## src/rtl/seg7_pkg.sv

```systemverilog
// Register map, hex-to-segment table and byte-lane helpers shared by the 7-segment AHB slave.
// Combinational constants and functions only; no state.
package seg7_pkg;

   localparam logic [1:0] REG_DATA_LO = 2'd0;
   localparam logic [1:0] REG_DATA_HI = 2'd1;
   localparam logic [1:0] REG_CTRL    = 2'd2;
   localparam logic [1:0] REG_BRIGHT  = 2'd3;

   localparam int BRIGHT_EN_BIT = 31;

   // gfedcba, active-high; index 15 is leftmost
   localparam logic [15:0][6:0] HEXDEC = {
      7'h71, 7'h79, 7'h5E, 7'h39, 7'h7C, 7'h77, 7'h6F, 7'h7F,
      7'h07, 7'h7D, 7'h6D, 7'h66, 7'h4F, 7'h5B, 7'h06, 7'h3F
   };

   typedef struct packed {
      logic       sel;
      logic       trans1;
      logic       write;
      logic [2:0] size;
      logic [3:0] addr;
   } aphase_t;

   function automatic logic [31:0] nib_mask(input int ndig, input int first);
      logic [31:0] m;
      m = '0;
      for (int i = 0; i < 8; i++)
         if (first + i < ndig) m[4*i +: 4] = 4'hF;
      return m;
   endfunction

   function automatic logic [15:0] dig_mask(input int ndig);
      logic [15:0] m;
      m = '0;
      for (int i = 0; i < 16; i++)
         if (i < ndig) m[i] = 1'b1;
      return m;
   endfunction

   function automatic logic [31:0] lane_bits(input logic [2:0] size, input logic [1:0] a);
      logic [3:0] ln;
      case (size)
         3'b000:  ln = 4'b0001 << a;
         3'b001:  ln = a[1] ? 4'b1100 : 4'b0011;
         default: ln = 4'b1111;
      endcase
      return {{8{ln[3]}}, {8{ln[2]}}, {8{ln[1]}}, {8{ln[0]}}};
   endfunction

   function automatic logic [31:0] merge(input logic [31:0] old, input logic [31:0] wdat,
                                         input logic [31:0] mask);
      return (old & ~mask) | (wdat & mask);
   endfunction

endpackage

```

## src/rtl/ahb_seg7_ctrl_if.sv

```systemverilog
// AHB-Lite slave port bundle for the 7-segment controller.
// Pure wiring; the slave always completes with zero wait states.
interface ahb_seg7_ctrl_if;
   logic        HSEL;
   logic        HREADY;
   logic [31:0] HADDR;
   logic [1:0]  HTRANS;
   logic        HWRITE;
   logic [2:0]  HSIZE;
   logic [31:0] HWDATA;
   logic        HREADYOUT;
   logic        HRESP;
   logic [31:0] HRDATA;

   modport master (output HSEL, HREADY, HADDR, HTRANS, HWRITE, HSIZE, HWDATA,
                   input  HREADYOUT, HRESP, HRDATA);
   modport slave  (input  HSEL, HREADY, HADDR, HTRANS, HWRITE, HSIZE, HWDATA,
                   output HREADYOUT, HRESP, HRDATA);
endinterface

```

## src/rtl/seg7_hex_decode.sv

```systemverilog
// 4-bit nibble to 7-segment pattern (gfedcba, active-high); purely combinational, zero latency.
module seg7_hex_decode
   import seg7_pkg::*;
(
   input  logic [3:0] nib,
   output logic [6:0] segs
);
   assign segs = HEXDEC[nib];
endmodule

```

## src/rtl/ahb_seg7_ctrl.sv

```systemverilog
// AHB-Lite slave for static-drive 7-segment digits; optional PWM brightness under SEG7_PWM_EN.
// Zero wait states, never backpressures; SEG_OUT follows register writes by one HCLK.
module ahb_seg7_ctrl
   import seg7_pkg::*;
#(
   parameter int NUM_DIGITS = 8,
   parameter bit ACTIVE_LOW = 1'b1,
   parameter int PWM_BITS   = 4
) (
   input  logic                    HCLK,
   input  logic                    HRESETn,
   ahb_seg7_ctrl_if.slave          bus,
   output logic [NUM_DIGITS*8-1:0] SEG_OUT
);
   localparam logic [31:0] LO_MASK   = nib_mask(NUM_DIGITS, 0);
   localparam logic [31:0] HI_MASK   = nib_mask(NUM_DIGITS, 8);
   localparam logic [31:0] CTRL_MASK = {dig_mask(NUM_DIGITS), dig_mask(NUM_DIGITS)};
   localparam logic [7:0]  LIT_RST   = {1'b0, HEXDEC[0]};
   localparam logic [7:0]  DIG_RST   = ACTIVE_LOW ? ~LIT_RST : LIT_RST;

   aphase_t     ap_q;
   logic        access, wr_en;
   logic [31:0] wmask, data_lo, data_hi, ctrl, bright_rd, rdata;
   logic        bright_en, pwm_on, seg_on;
   logic [NUM_DIGITS*8-1:0] seg_nxt;
   logic        unused_bits;

   assign unused_bits = ^{bus.HADDR[31:4], bus.HTRANS[0]};

   always_ff @(posedge HCLK or negedge HRESETn) begin
      if (!HRESETn)         ap_q <= '0;
      else if (bus.HREADY)  ap_q <= '{sel: bus.HSEL, trans1: bus.HTRANS[1], write: bus.HWRITE,
                                      size: bus.HSIZE, addr: bus.HADDR[3:0]};
   end

   assign access = ap_q.sel & ap_q.trans1;
   assign wr_en  = access & ap_q.write;
   assign wmask  = lane_bits(ap_q.size, ap_q.addr[1:0]);

`ifdef SEG7_PWM_EN
   logic [PWM_BITS-1:0] duty, pwm_cnt;

   always_ff @(posedge HCLK or negedge HRESETn) begin
      if (!HRESETn) begin
         duty    <= '1;
         pwm_cnt <= '0;
      end else begin
         pwm_cnt <= pwm_cnt + PWM_BITS'(1);
         if (wr_en && ap_q.addr[3:2] == REG_BRIGHT)
            duty <= (duty & ~wmask[PWM_BITS-1:0]) | (bus.HWDATA[PWM_BITS-1:0] & wmask[PWM_BITS-1:0]);
      end
   end

   // all-ones duty is a true 100%, not (2^N-1)/2^N
   assign pwm_on    = (&duty) | (pwm_cnt < duty);
   assign bright_rd = {bright_en, {(31-PWM_BITS){1'b0}}, duty};
`else
   assign pwm_on    = 1'b1;
   assign bright_rd = {bright_en, 31'b0};
`endif

   always_ff @(posedge HCLK or negedge HRESETn) begin
      if (!HRESETn) begin
         data_lo   <= '0;
         data_hi   <= '0;
         ctrl      <= '0;
         bright_en <= 1'b1;
      end else if (wr_en) begin
         case (ap_q.addr[3:2])
            REG_DATA_LO: data_lo <= merge(data_lo, bus.HWDATA, wmask & LO_MASK);
            REG_DATA_HI: data_hi <= merge(data_hi, bus.HWDATA, wmask & HI_MASK);
            REG_CTRL:    ctrl    <= merge(ctrl, bus.HWDATA, wmask & CTRL_MASK);
            REG_BRIGHT:  if (wmask[BRIGHT_EN_BIT]) bright_en <= bus.HWDATA[BRIGHT_EN_BIT];
         endcase
      end
   end

   always_comb begin
      rdata = '0;
      if (access) begin
         case (ap_q.addr[3:2])
            REG_DATA_LO: rdata = data_lo;
            REG_DATA_HI: rdata = data_hi;
            REG_CTRL:    rdata = ctrl;
            REG_BRIGHT:  rdata = bright_rd;
         endcase
      end
   end

   assign bus.HRDATA    = rdata;
   assign bus.HREADYOUT = 1'b1;
   assign bus.HRESP     = 1'b0;

   assign seg_on = bright_en & pwm_on;

   for (genvar d = 0; d < NUM_DIGITS; d++) begin : g_dig
      logic [3:0] nib;
      logic [6:0] segs;
      logic [7:0] lit;

      if (d < 8) begin : g_lo
         assign nib = data_lo[4*d +: 4];
      end else begin : g_hi
         assign nib = data_hi[4*(d-8) +: 4];
      end

      seg7_hex_decode u_dec (.nib(nib), .segs(segs));

      assign lit = (ctrl[d] | ~seg_on) ? 8'h00 : {ctrl[16+d], segs};
      assign seg_nxt[8*d +: 8] = ACTIVE_LOW ? ~lit : lit;
   end

   always_ff @(posedge HCLK or negedge HRESETn) begin
      if (!HRESETn) SEG_OUT <= {NUM_DIGITS{DIG_RST}};
      else          SEG_OUT <= seg_nxt;
   end

endmodule

```

## src/flat_wrapper.sv

```systemverilog
// flat-port wrapper written by rule: the top's interface ports become plain ports
module ahb_seg7_ctrl_flat import seg7_pkg::*;
#(
   parameter int NUM_DIGITS = 8,
   parameter bit ACTIVE_LOW = 1'b1,
   parameter int PWM_BITS   = 4
)
  (HCLK, HRESETn, SEG_OUT, bus_HSEL, bus_HREADY, bus_HADDR, bus_HTRANS, bus_HWRITE, bus_HSIZE, bus_HWDATA, bus_HREADYOUT, bus_HRESP, bus_HRDATA);
  ahb_seg7_ctrl_if bus_i ();
  input  logic HCLK;
  input  logic HRESETn;
  output logic [NUM_DIGITS*8-1:0] SEG_OUT;
  input wire logic [$bits(bus_i.HSEL)-1:0] bus_HSEL;
  input wire logic [$bits(bus_i.HREADY)-1:0] bus_HREADY;
  input wire logic [$bits(bus_i.HADDR)-1:0] bus_HADDR;
  input wire logic [$bits(bus_i.HTRANS)-1:0] bus_HTRANS;
  input wire logic [$bits(bus_i.HWRITE)-1:0] bus_HWRITE;
  input wire logic [$bits(bus_i.HSIZE)-1:0] bus_HSIZE;
  input wire logic [$bits(bus_i.HWDATA)-1:0] bus_HWDATA;
  output wire logic [$bits(bus_i.HREADYOUT)-1:0] bus_HREADYOUT;
  output wire logic [$bits(bus_i.HRESP)-1:0] bus_HRESP;
  output wire logic [$bits(bus_i.HRDATA)-1:0] bus_HRDATA;
  assign bus_i.HSEL = bus_HSEL;
  assign bus_i.HREADY = bus_HREADY;
  assign bus_i.HADDR = bus_HADDR;
  assign bus_i.HTRANS = bus_HTRANS;
  assign bus_i.HWRITE = bus_HWRITE;
  assign bus_i.HSIZE = bus_HSIZE;
  assign bus_i.HWDATA = bus_HWDATA;
  assign bus_HREADYOUT = bus_i.HREADYOUT;
  assign bus_HRESP = bus_i.HRESP;
  assign bus_HRDATA = bus_i.HRDATA;
  ahb_seg7_ctrl #(.NUM_DIGITS(NUM_DIGITS), .ACTIVE_LOW(ACTIVE_LOW), .PWM_BITS(PWM_BITS)) u_core (.HCLK(HCLK), .HRESETn(HRESETn), .bus(bus_i), .SEG_OUT(SEG_OUT));
endmodule
```

## config.mk

```make
export PLATFORM = sky130hd
export DESIGN_NAME = ahb_seg7_ctrl_flat
export DESIGN_NICKNAME = d
export VERILOG_FILES = /design/src/rtl/seg7_pkg.sv /design/src/rtl/ahb_seg7_ctrl_if.sv /design/src/rtl/seg7_hex_decode.sv /design/src/rtl/ahb_seg7_ctrl.sv /design/src/flat_wrapper.sv
export SDC_FILE = /design/constraint.sdc
export NUM_CORES = 1
export LEC_CHECK = 0
export BUFFER_PORTS_ARGS = -buffer_cell sky130_fd_sc_hd__buf_2
export CELL_PAD_IN_SITES_DETAIL_PLACEMENT = 0
export CELL_PAD_IN_SITES_GLOBAL_PLACEMENT = 2
export CORE_MARGIN = 2
export CORE_UTILIZATION = 38
export CTS_BUF_LIST = sky130_fd_sc_hd__clkbuf_2
export DETAILED_ROUTE_END_ITERATION = 16
export MAX_ROUTING_LAYER = met4
export PLACE_DENSITY = 0.94
export SLEW_MARGIN = 20
export SYNTH_ARGS = -nofsm -noshare
export SYNTH_HDL_FRONTEND = slang
export SYNTH_SLANG_ARGS = --single-unit
```

## constraint.sdc

```tcl
create_clock -name HCLK -period 3.5 [get_ports HCLK]
set_input_delay 0.35 -clock HCLK [delete_from_list [all_inputs] [get_ports HCLK]]
set_output_delay 0.35 -clock HCLK [all_outputs]
set_load 0.01 [all_outputs]
```

# Yosys cells after proc, flatten, opt, wreduce, memory -nomap -nowiden
# Memory sizes are Yosys's and may differ from the RTL's.
# Cells that the tools add are included.
# W data, S select, Z words.
# word_totals
regBits,139
romBits,896
output_inout_bits,98
word_cells,82
mem_count,8
# op_classes
n_lt_le_gt_ge,8
eq_ne,4
shift,1
n_mux,20
n_bitwise,27
reduce_logical,5
# memory_table
name,words,word_bits,read_ports,rd_ports_with_merged_regs,write_ports,line_no,text
(no name shown),16,7,1,0,0,seg7_hex_decode.sv:8,assign segs = HEXDEC[nib];
(no name shown),16,7,1,0,0,seg7_hex_decode.sv:8,
(no name shown),16,7,1,0,0,seg7_hex_decode.sv:8,
(no name shown),16,7,1,0,0,seg7_hex_decode.sv:8,
(no name shown),16,7,1,0,0,seg7_hex_decode.sv:8,
(no name shown),16,7,1,0,0,seg7_hex_decode.sv:8,
+2 memories,--,--,--,--,--,--,
# op_table
op,count
$pmux W32 S4,1
$and A32 B32 Y32,3
$mux W8,8
$not A8 Y8,8
$or A32 B32 Y32,2
$mux W7,8
$lt A4 B5 Y1 const B,8
$and A32 B24 Y32,1
$mux W32,1
$not A24 Y32,1
$not A32 Y32,1
$or A1 B1 Y1,8
$pmux W4 S2,1
$eq A2 B2 Y1 const B,2
$mux W4,1
$reduce_and A2 Y1,2
$shl A1 B2 Y4 const A,1
$eq A3 B1 Y1 const B,1
$logic_not A3 Y1,1
$reduce_and A3 Y1,1
$and A1 B1 Y1,2
$eq A2 B1 Y1 const B,1
$logic_not A2 Y1,1
$not A1 Y1,1

# Logic depth before layout (Yosys ltp)
# Gate-level depths: netlist of the first run.
# logic_depth
depth_word,5
depth_mapped,6
depth_no_buf,6

# Hierarchy
# Synthesis of the first run repeated with hierarchy kept, for this count alone.
# unflattened
hier_cells,613
area_unflattened_um2,6957.9
# modules_own_cells
mod,n_inst,cells_per_inst,area_per_inst_um2,seq_area_each_um2
ahb_seg7_ctrl,1,349,4669.5,3099.2
seg7_hex_decode (u_core.g_dig[0].u_dec ...),7,33,286.5,0.0
seg7_hex_decode (u_core.g_dig[1].u_dec),1,33,282.8,0.0

# Worst setup path before layout of the first run
# No wires, ideal clock.
# synth_timing
kind,register -> register
from,reg u_core.ap_q[3] (netlist bit)
to,reg (tool-made name)
t_arrival_ns,1.597
t_required_ns,3.375
path_slack_ns,1.778
stages_incl_launch_ff,6
n_path_buf,2
path_cell_list,dfrtp_1 > clkbuf_2 > or3_1 > buf_4 > a21oi_4 > mux2_4
# synth_lines
item,line_no,text
"start, declared",ahb_seg7_ctrl.sv:21,aphase_t ap_q;
"start signal, assigned",ahb_seg7_ctrl.sv:32,"else if (bus.HREADY) ap_q <= '{sel: bus.HSEL, trans1: bus.HTRANS[1], write: bus.HWRITE,"

# Final worst setup path of the first run
# layout_timing
from,reg u_core.ap_q[9] (netlist bit)
to,out bus_HRDATA[23]
# layout_via
elab_chain_cells,2
# layout_lines
item,line_no,text
$and A1 B1 Y1,ahb_seg7_ctrl.sv:36,assign access = ap_q.sel & ap_q.trans1;
$mux W32,ahb_seg7_ctrl.sv:80,if (access) begin
"end, declared",flat_wrapper.sv:22,output wire logic [$bits(bus_i.HRDATA)-1:0] bus_HRDATA;
# Every way passes these cells.

==> impl_metrics.tcl, run 1 <==
set metrics [dict create \
    synth-compound-area-share_pct 10.40 \
    cts_tree "yes" \
    die_area_sq_um 18290 \
    cts_sinks 123 \
    coreArea_sq_um 16700 \
    yosysWarnings 0 \
    hold_viol 0 \
    synth-main-ff-cell "dfrtp_1" \
    yosysMostFrequentCell "dfrtp_1" \
    vias 4939 \
    htreeDepth 4 \
    syn_area_sq_um 6544 \
    first_pass_iters 4 \
    postSynthCellCount 573 \
    grt_pass1_vias 4989 \
    place_ws_ns 1.379 \
    critPathArrivalTime_ns 2.53 \
    die_w_microns 135.2 \
    tns_ns 0 \
    max_freq_mhz 346.7 \
    hpwl_mm 11.30 \
    p_leak_nw 3.538 \
    finalInstanceArea_sq_um 8112 \
    rrSetupSlack_ns 1.55 \
    cp-end-kind "primary output" \
    yosysUniqueCellTypes 42 \
    ant_nets 0 \
    clk_latency_ns 0.72 \
    ios 172 \
    gr-total-overflow 0 \
    cp-start-kind "register" \
    cts_root_buffer "clkbuf_2" \
    syn_to_final_growth_pct 23.96 \
    initial_core_util_pct 39.18 \
    syn_nets 695 \
    ys_seq_elements 123 \
    synth_top_family_by_area "multiplexers" \
    hold_class "input pin to register" \
    slew-limit-headroom_pct 46.49 \
    cts_buffers 17 \
    fin_nets 869 \
    yosysTopAreaCellShare_pct 40.54 \
    n_antenna_cell 0 \
    antenna_found_initial 0 \
    synth-seq-area-share_pct 47.36 \
    drt_iter0_drc 307 \
    status "completed" \
    synthXorXnorAreaFrac_pct 0 \
    skew_ns 0.05130 \
    synth_edf_count 0 \
    crit_type "register to primary output" \
    place_area_sq_um 7407 \
    instances_no_fill 980 \
    synth_area_leader_cell "dfrtp_1" \
    place_inst 901 \
    synth-simple-area-share_pct 12.35 \
    drc 0 \
    period_share_pct 82.41 \
    synth_mux_area_share_pct 16.86 \
    clockBufferDepth 2 \
    vdd_drop_max_mv 0.3326 \
    grt_max_degree 64 \
    die_h_microns 135.2 \
    worstPathRequired_ns 3.15 \
    grt_pass1_wl_mm 25.72 \
    setup_viol 0 \
    synthAdderAreaFrac_pct 9.178 \
    async_reset_ff_share_pct 100.0 \
    num_rows 47 \
    synth_common_cells "dfrtp_1 (106), ha_1 (48), o211ai_1 (48), nand2_1 (43), mux2i_1 (30)" \
    clk_pin_slew_worst_paths_ns 0.22 \
    path_max_fanout 16 \
    syn_area_per_cell_sq_um 11.42 \
    p_per_area_nw_per_um2 718.0 \
    synth.area.top_cells "dfrtp_1 (41%), ha_1 (9.2%), dfstp_2 (6.8%)" \
    maxSlewViolCount 0 \
    wl_per_cell_microns 16.21 \
    max-cap-violations 0 \
    worst_slew_pin_slew_ns 0.8027 \
    drive_above_1_share_pct 30.53 \
    rsz0062_at_grt "no" \
    track_usage_pct 18.72 \
    fin_ws_ns 0.6157 \
    portBuffers 140 \
    via_per_inst 5.040 \
    fin_crit_ns 2.884 \
    gp_congestion 0.8711 \
    drt_wl_total_mm 15.89 \
]
==> placed cells by master, fill, tap and decap left out, types with 4 or more instances in the layout <==
cell	n
mux2i_1	30
nand3_1	18
dlygate4sd3_1	47
nor2b_1	20
mux2_2	16
nand2b_1	13
o21ai_1	6
buf_2	139
nand2_1	43
dfstp_2	17
clkinv_2	4
a21oi_1	6
nor2_1	21
o311ai_0	5
mux2_4	16
buf_4	4
clkbuf_2	21
inv_1	23
ha_1	48
o21ai_0	9
o211ai_1	48
o21a_1	11
and2_1	5
dfrtp_1	106
o31a_1	4
nor4_1	11
mux2_1	28
nand3b_1	8
==> metal layers <==
metal / vias up / global-route usage, % / part of all wire (%)
met1: 2393 / 23.86 / 46
met5: - / - / 0
met2: 161 / 29.70 / 47
met4: 0 / 5.845 / 1.2
met3: 16 / 4.489 / 5.1
li1: 2369 / - / -
==> through the flow <==
stage / power [mW] / hold WS (ns) / utilization [%]
detailed placement: 4.903 / 0.4135 / 44.35
global route: 6.312 / 0.002750 / 48.57
floorplan: 4.101 / 0.05441 / -
finish: 5.824 / 0.06194 / 48.57
CTS: 5.892 / 0.001300 / 48.57
global placement: 4.799 / 0.4012 / 44.35
==> report_power, final <==
part           switching, mW  leakage (nW)  internal (mW)
logic                   1.18          2.05           1.14
registers              0.637          1.34           1.96
clock network          0.520         0.150          0.398
==> cell type report <==
type	instances	area, sq um
fill	1566	8589
tap	220	275.3
clock inverter	11	128.9
inverter	23	86.33
clock buffer	21	105.1
timing repair buffer	191	1216
sequential	123	3099
multi-input combinational	391	3201
==> critical path, cell delays in order, from the launching register on <==
cell and delay (ns):
dfrtp_1 0.44, nand2_1 0.36, or2_1 0.67, nor2_1 0.16, buf_2 0.19
==> worst paths after layout <==
path,to,cells past startpoint,start
setup / recovery,bus_HRDATA[23],4,u_core.ap_q[9]$_DFFE_PN0P_
hold / removal,u_core.ap_q[9]$_DFFE_PN0P_,2,bus_HREADY
setup reg to reg,register,4,u_core.ap_q[6]$_DFFE_PN0P_
hold reg to reg,u_core.SEG_OUT[31]$_DFF_PN1_,1,register
max in group asynchronous,u_core.SEG_OUT[54]$_DFF_PN1_,3,HRESETn
min in group asynchronous,u_core.SEG_OUT[27]$_DFF_PN0_,2,HRESETn
==> kinds of logic (layout without fill, tap and decap cells) <==
group,after synthesis,count (layout)
AND/OR/NAND/NOR,153,153
multiplexers,93,93
other,2,2
AO/OA/AOI/OAI,95,95
adder cells (fa/ha/maj),48,48
flip-flops,123,123
buffers and inverters,59,246
==> repair_timing <==
| action | CTS | global route |
|---|---|---|
| hold endpoints to repair | 110 | 0 |
| hold buffers | 47 | 0 |
| buffers inserted | 0 | 0 |
| resized for setup | 0 | 0 |
Note: power is estimated with default switching activity, not from simulation.
==> run 2, diff against run 1 <==
Settings changed: CORE_UTILIZATION 38 to 35, PLACE_DENSITY 0.94 to 0.88.
Clock period 3.5 ns to 2.9 ns, I/O delays scaled along.
==> impl_metrics.tcl, run 2 (synthesis results as in run 1) <==
set metrics [dict create \
    clk_latency_ns 0.69 \
    first_pass_iters 4 \
    skew_ns 0.03959 \
    fin_util_pct 43.94 \
    cts_tree "yes" \
    drt_wl_total_mm 16.09 \
    fillerInstances 1762 \
    wl_per_cell_microns 16.09 \
    coreArea_sq_um 18520 \
    grt_pass1_wl_mm 26.01 \
    crit_type "register to primary output" \
    cp-start-kind "register" \
    drive_above_1_share_pct 30.85 \
    hold_viol 0 \
    ant_nets 0 \
    critPathArrivalTime_ns 2.29 \
    vias 4916 \
    path_max_fanout 19 \
    finalInstanceArea_sq_um 8137 \
    hpwl_mm 11.63 \
    rsz0062_at_grt "no" \
    gp_congestion 0.8445 \
    clk_pin_slew_worst_paths_ns 0.20 \
    place_ws_ns 0.9365 \
    cts_buffers 17 \
    fin_crit_ns 2.579 \
    drc 0 \
    grt_pass1_vias 5034 \
    clockBufferDepth 2 \
    via_per_inst 4.916 \
    gr-total-overflow 0 \
    max-cap-violations 0 \
    p_leak_nw 3.535 \
    status "completed" \
    worst_slew_pin_slew_ns 0.7353 \
    ios 172 \
    final_cell_mix "buf_2 (139), dfrtp_1 (105), dlygate4sd3_1 (50)" \
    hold_class "input pin to register" \
    tns_ns 0 \
    fin_nets 874 \
    maxSlewViolCount 0 \
    die_w_microns 140.7 \
    htreeDepth 4 \
    num_rows 50 \
    max_freq_mhz 387.7 \
    cp-end-kind "primary output" \
    p_per_area_nw_per_um2 843.1 \
    setup_viol 0 \
    die_h_microns 140.7 \
    cts_root_buffer "clkbuf_2" \
    drt_iter0_drc 212 \
    portBuffers 140 \
    worstPathRequired_ns 2.61 \
    vdd_drop_max_mv 0.3338 \
    track_usage_pct 17.29 \
    post_cts_buffers 0 \
    power.total_mw 6.860 \
    period_share_pct 88.94 \
    grt_max_degree 73 \
    cts_sinks 123 \
    final_common_cell "buf_2" \
    place_area_sq_um 7440 \
    fin_ws_ns 0.3207 \
    initial_core_util_pct 35.34 \
    slew-limit-headroom_pct 50.88 \
    syn_to_final_growth_pct 24.34 \
    antenna_found_initial 1 \
    die_area_sq_um 19810 \
]
==> run 2: timing repair <==
action / 4_1_cts / 5_1_grt
gates resized for setup: 0 / 2
setup endpoints to repair: 0 / 1
hold buffers: 50 / 0
endpoints found under the hold margin: 110 / 0
==> run 2: area by class of cell <==
cell class | instances | area (sq um) | area share [%]
antenna | 1 | 2.502 | 0.03076
clock buffer | 22 | 110.1 | 1.353
clock inverter | 10 | 76.32 | 0.9380
inverter | 23 | 86.33 | 1.061
multi-input combinational | 391 | 3207 | 39.41
sequential | 123 | 3100 | 38.11
tap | 234 | 292.8 | 3.598
timing repair buffer | 196 | 1261 | 15.50
==> run 2: final timing paths <==
check | from | endpoint | slack [ns] | cells after the start
worst min-delay path | bus_HREADY | u_core.ap_q[5]$_DFFE_PN0P_ | 0.1 | 2
worst max register to register | register | u_core.SEG_OUT[27]$_DFF_PN0_ | 0.91 | 5
max in group asynchronous | HRESETn | u_core.SEG_OUT[22]$_DFF_PN1_ | 1.85 | 3
worst min register to register | register | u_core.SEG_OUT[63]$_DFF_PN1_ | 0.44 | 1
worst max-delay path | u_core.ap_q[3]$_DFFE_PN0P_ | bus_HRDATA[5] | 0.32 | 5
min in group asynchronous | HRESETn | u_core.SEG_OUT[51]$_DFF_PN0_ | 0.18 | 2
==> run 2: where the power goes <==
part           switching (mW)  internal (mW)  total (mW)
Clock                   0.626          0.311       0.937
Combinational            1.42           1.38        2.79
Sequential              0.766           2.36        3.13
Total                    2.81           4.05        6.86
==> run 2: routing by layer <==
metal / wire length, microns / up-vias / track usage (%)
met3: 918 / 18 / 4.314
met5: 0 / - / -
met4: 224 / 0 / 5.526
met2: 7678 / 146 / 27.75
met1: 7263 / 2384 / 21.59
li1: - / 2368 / -
==> run 2: metrics by stage <==
step,hold WS [ns],std cells
after global routing,0.01681,1000
after detailed placement,0.3891,917
final,0.09547,1000
after global placement,0.3757,917
after CTS,0.002031,999
after floorplan,-0.005591,573
==> run 2: critical path, cell delays in order, from the launching register on <==
cell	delay, ns
dfrtp_2	0.51
buf_4	0.23
buf_4	0.33
mux2i_1	0.29
nor2_1	0.07
buf_2	0.14
==> run 3, diff against run 2 <==
Settings changed: BUFFER_PORTS_ARGS -buffer_cell sky130_fd_sc_hd__buf_2 to -buffer_cell sky130_fd_sc_hd__buf_4, CORE_UTILIZATION 35 to 38, PLACE_DENSITY 0.88 to 0.94.
Clock period 2.9 ns to 3.1 ns, I/O delays scaled along.
==> impl_metrics.tcl, run 3 (synthesis results as in run 1) <==
set metrics [dict create \
    drive_above_1_share_pct 30.34 \
    worstPathCellList "buf_4 > nor3_1 > and2_1 > buf_4" \
    coreArea_sq_um 16700 \
    portBuffers 140 \
    cts_tree "yes" \
    max-cap-violations 0 \
    drt_wl_total_mm 15.87 \
    crit_type "register to primary output" \
    clockBufferDepth 2 \
    timing.rr.end "u_core.SEG_OUT[27]$_DFF_PN0_" \
    gp_congestion 0.8350 \
    max_freq_mhz 406.3 \
    vdd_drop_max_mv 0.4418 \
    initial_core_util_pct 39.18 \
    cts_root_buffer "clkbuf_2" \
    ff2ff_path_depth 5 \
    post_cts_buffers 0 \
    track_usage_pct 18.63 \
    place_inst 902 \
    tns_ns 0 \
    fin_crit_ns 2.461 \
    cts_hold_buffers 54 \
    die_h_microns 135.2 \
    grt_pass1_wl_mm 25.54 \
    setup_viol 0 \
    seqPwrFrac_pct 44.0 \
    regArea_sq_um 3099 \
    rsz0062_at_grt "no" \
    finalInstanceArea_sq_um 8514 \
    num_rows 47 \
    clk_latency_ns 0.69 \
    holdWs_ns 0.2320 \
    grt_max_degree 64 \
    grt_pass1_vias 4960 \
    ant_nets 0 \
    path_max_fanout 32 \
    crit_family "simple AND/OR/NAND/NOR gates" \
    p_per_area_nw_per_um2 786.3 \
    cts_buffers 17 \
    n_antenna_cell 0 \
    slew-limit-headroom_pct 47.59 \
    crit_buf_inv 2 \
    first_pass_iters 5 \
    gr-total-overflow 0 \
    fin_nets 877 \
    maxSlewViolCount 0 \
    htreeDepth 4 \
    status "completed" \
    clk_pin_slew_worst_paths_ns 0.17 \
    instances_no_fill 988 \
    p_leak_nw 3.700 \
    cpPeakStageDelay_ns 0.46 \
    wl_per_cell_microns 16.06 \
    worstPathRequired_ns 2.79 \
    vias 4936 \
    drt_iter0_drc 196 \
    drc 0 \
    die_area_sq_um 18290 \
    via_per_inst 4.996 \
    cp_slowest_cell "nor3_1" \
    p_sw_share_pct 39.29 \
    syn_to_final_growth_pct 30.11 \
    cts_resized 0 \
    crit_top_cell "buf_4" \
    cp-start-kind "register" \
    worst_slew_pin_slew_ns 0.7862 \
    rrSetupSlack_ns 1.16 \
    cts_sinks 123 \
    hold_viol 0 \
    fillerInstances 1530 \
    hold_class "input pin to asynchronous set/reset pin" \
    pwr-share-comb_pct 41.8 \
    p_int_mw 4.064 \
    skew_ns 0.03988 \
    hpwl_mm 11.18 \
    die_w_microns 135.2 \
    p_sw_mw 2.631 \
    cp-end-kind "primary output" \
    final_common_cell "buf_4" \
    place_area_sq_um 7762 \
    critPathArrivalTime_ns 2.15 \
    final_cell_mix "buf_4 (144), dfrtp_1 (106), dlygate4sd3_1 (54)" \
    antenna_found_initial 0 \
    period_share_pct 79.40 \
    clkPwrFrac_pct 14.3 \
    multiInputGateArea_sq_um 3201 \
    ios 172 \
]
run 3: per-stage QoR:
stage | utilization (%) | total power [mW] | setup slack (ns)
after floorplan | - | 4.630 | 1.378
after global placement | 46.48 | 5.620 | 1.256
after detailed placement | 46.48 | 5.723 | 1.202
after CTS | 50.98 | 6.780 | 0.4648
after global routing | 50.98 | 7.244 | 0.3690
final | 50.98 | 6.695 | 0.6386
run 3: worst reg2reg max path, stage by stage, from the launching register on:
cell     delay [ns]
dfrtp_1        0.48
inv_1          0.16
ha_1           0.33
inv_1          0.04
mux4_2         0.46
or3b_1         0.35
run 3: worst max path at each step:
stage,start,to,slack (ns),depth (start not counted)
final,u_core.ap_q[3]$_DFFE_PN0P_,bus_HRDATA[30],0.64,4
after global routing,u_core.ap_q[3]$_DFFE_PN0P_,bus_HRDATA[27],0.37,4
after CTS,u_core.ap_q[3]$_DFFE_PN0P_,bus_HRDATA[30],0.46,4
after detailed placement,register,u_core.SEG_OUT[51]$_DFF_PN0_,1.20,5
after global placement,register,u_core.SEG_OUT[51]$_DFF_PN0_,1.26,5
after floorplan,u_core.ap_q[3]$_DFFE_PN0P_,register,1.38,5
run 3: layout make-up:
class | instances | area share (%)
Sequential cell | 123 | 36.40
Inverter | 23 | 1.014
Tap cell | 220 | 3.233
Clock buffer | 22 | 1.293
Clock inverter | 10 | 1.190
Multi-Input combinational cell | 391 | 37.59
Timing Repair Buffer | 199 | 19.28
run 3: metal layers:
metal / routed length, microns / vias up / GRT usage [%]
li1: - / 2383 / -
met5: 0 / - / -
met1: 7276 / 2409 / 23.59
met4: 89 / 0 / 5.845
met2: 7710 / 138 / 29.55
met3: 793 / 6 / 4.676
run 3: power groups by stage:
| stage | Sequential [mW] | Clock (mW) | Combinational [mW] |
|---|---|---|---|
| after floorplan | 2.78 | 0 | 1.85 |
| after detailed placement | 2.98 | 0 | 2.74 |
| after CTS | 2.95 | 1.00 | 2.83 |
| final | 2.94 | 0.955 | 2.80 |
| after global placement | 2.95 | 0 | 2.67 |
| after global routing | 3.07 | 1.08 | 3.09 |
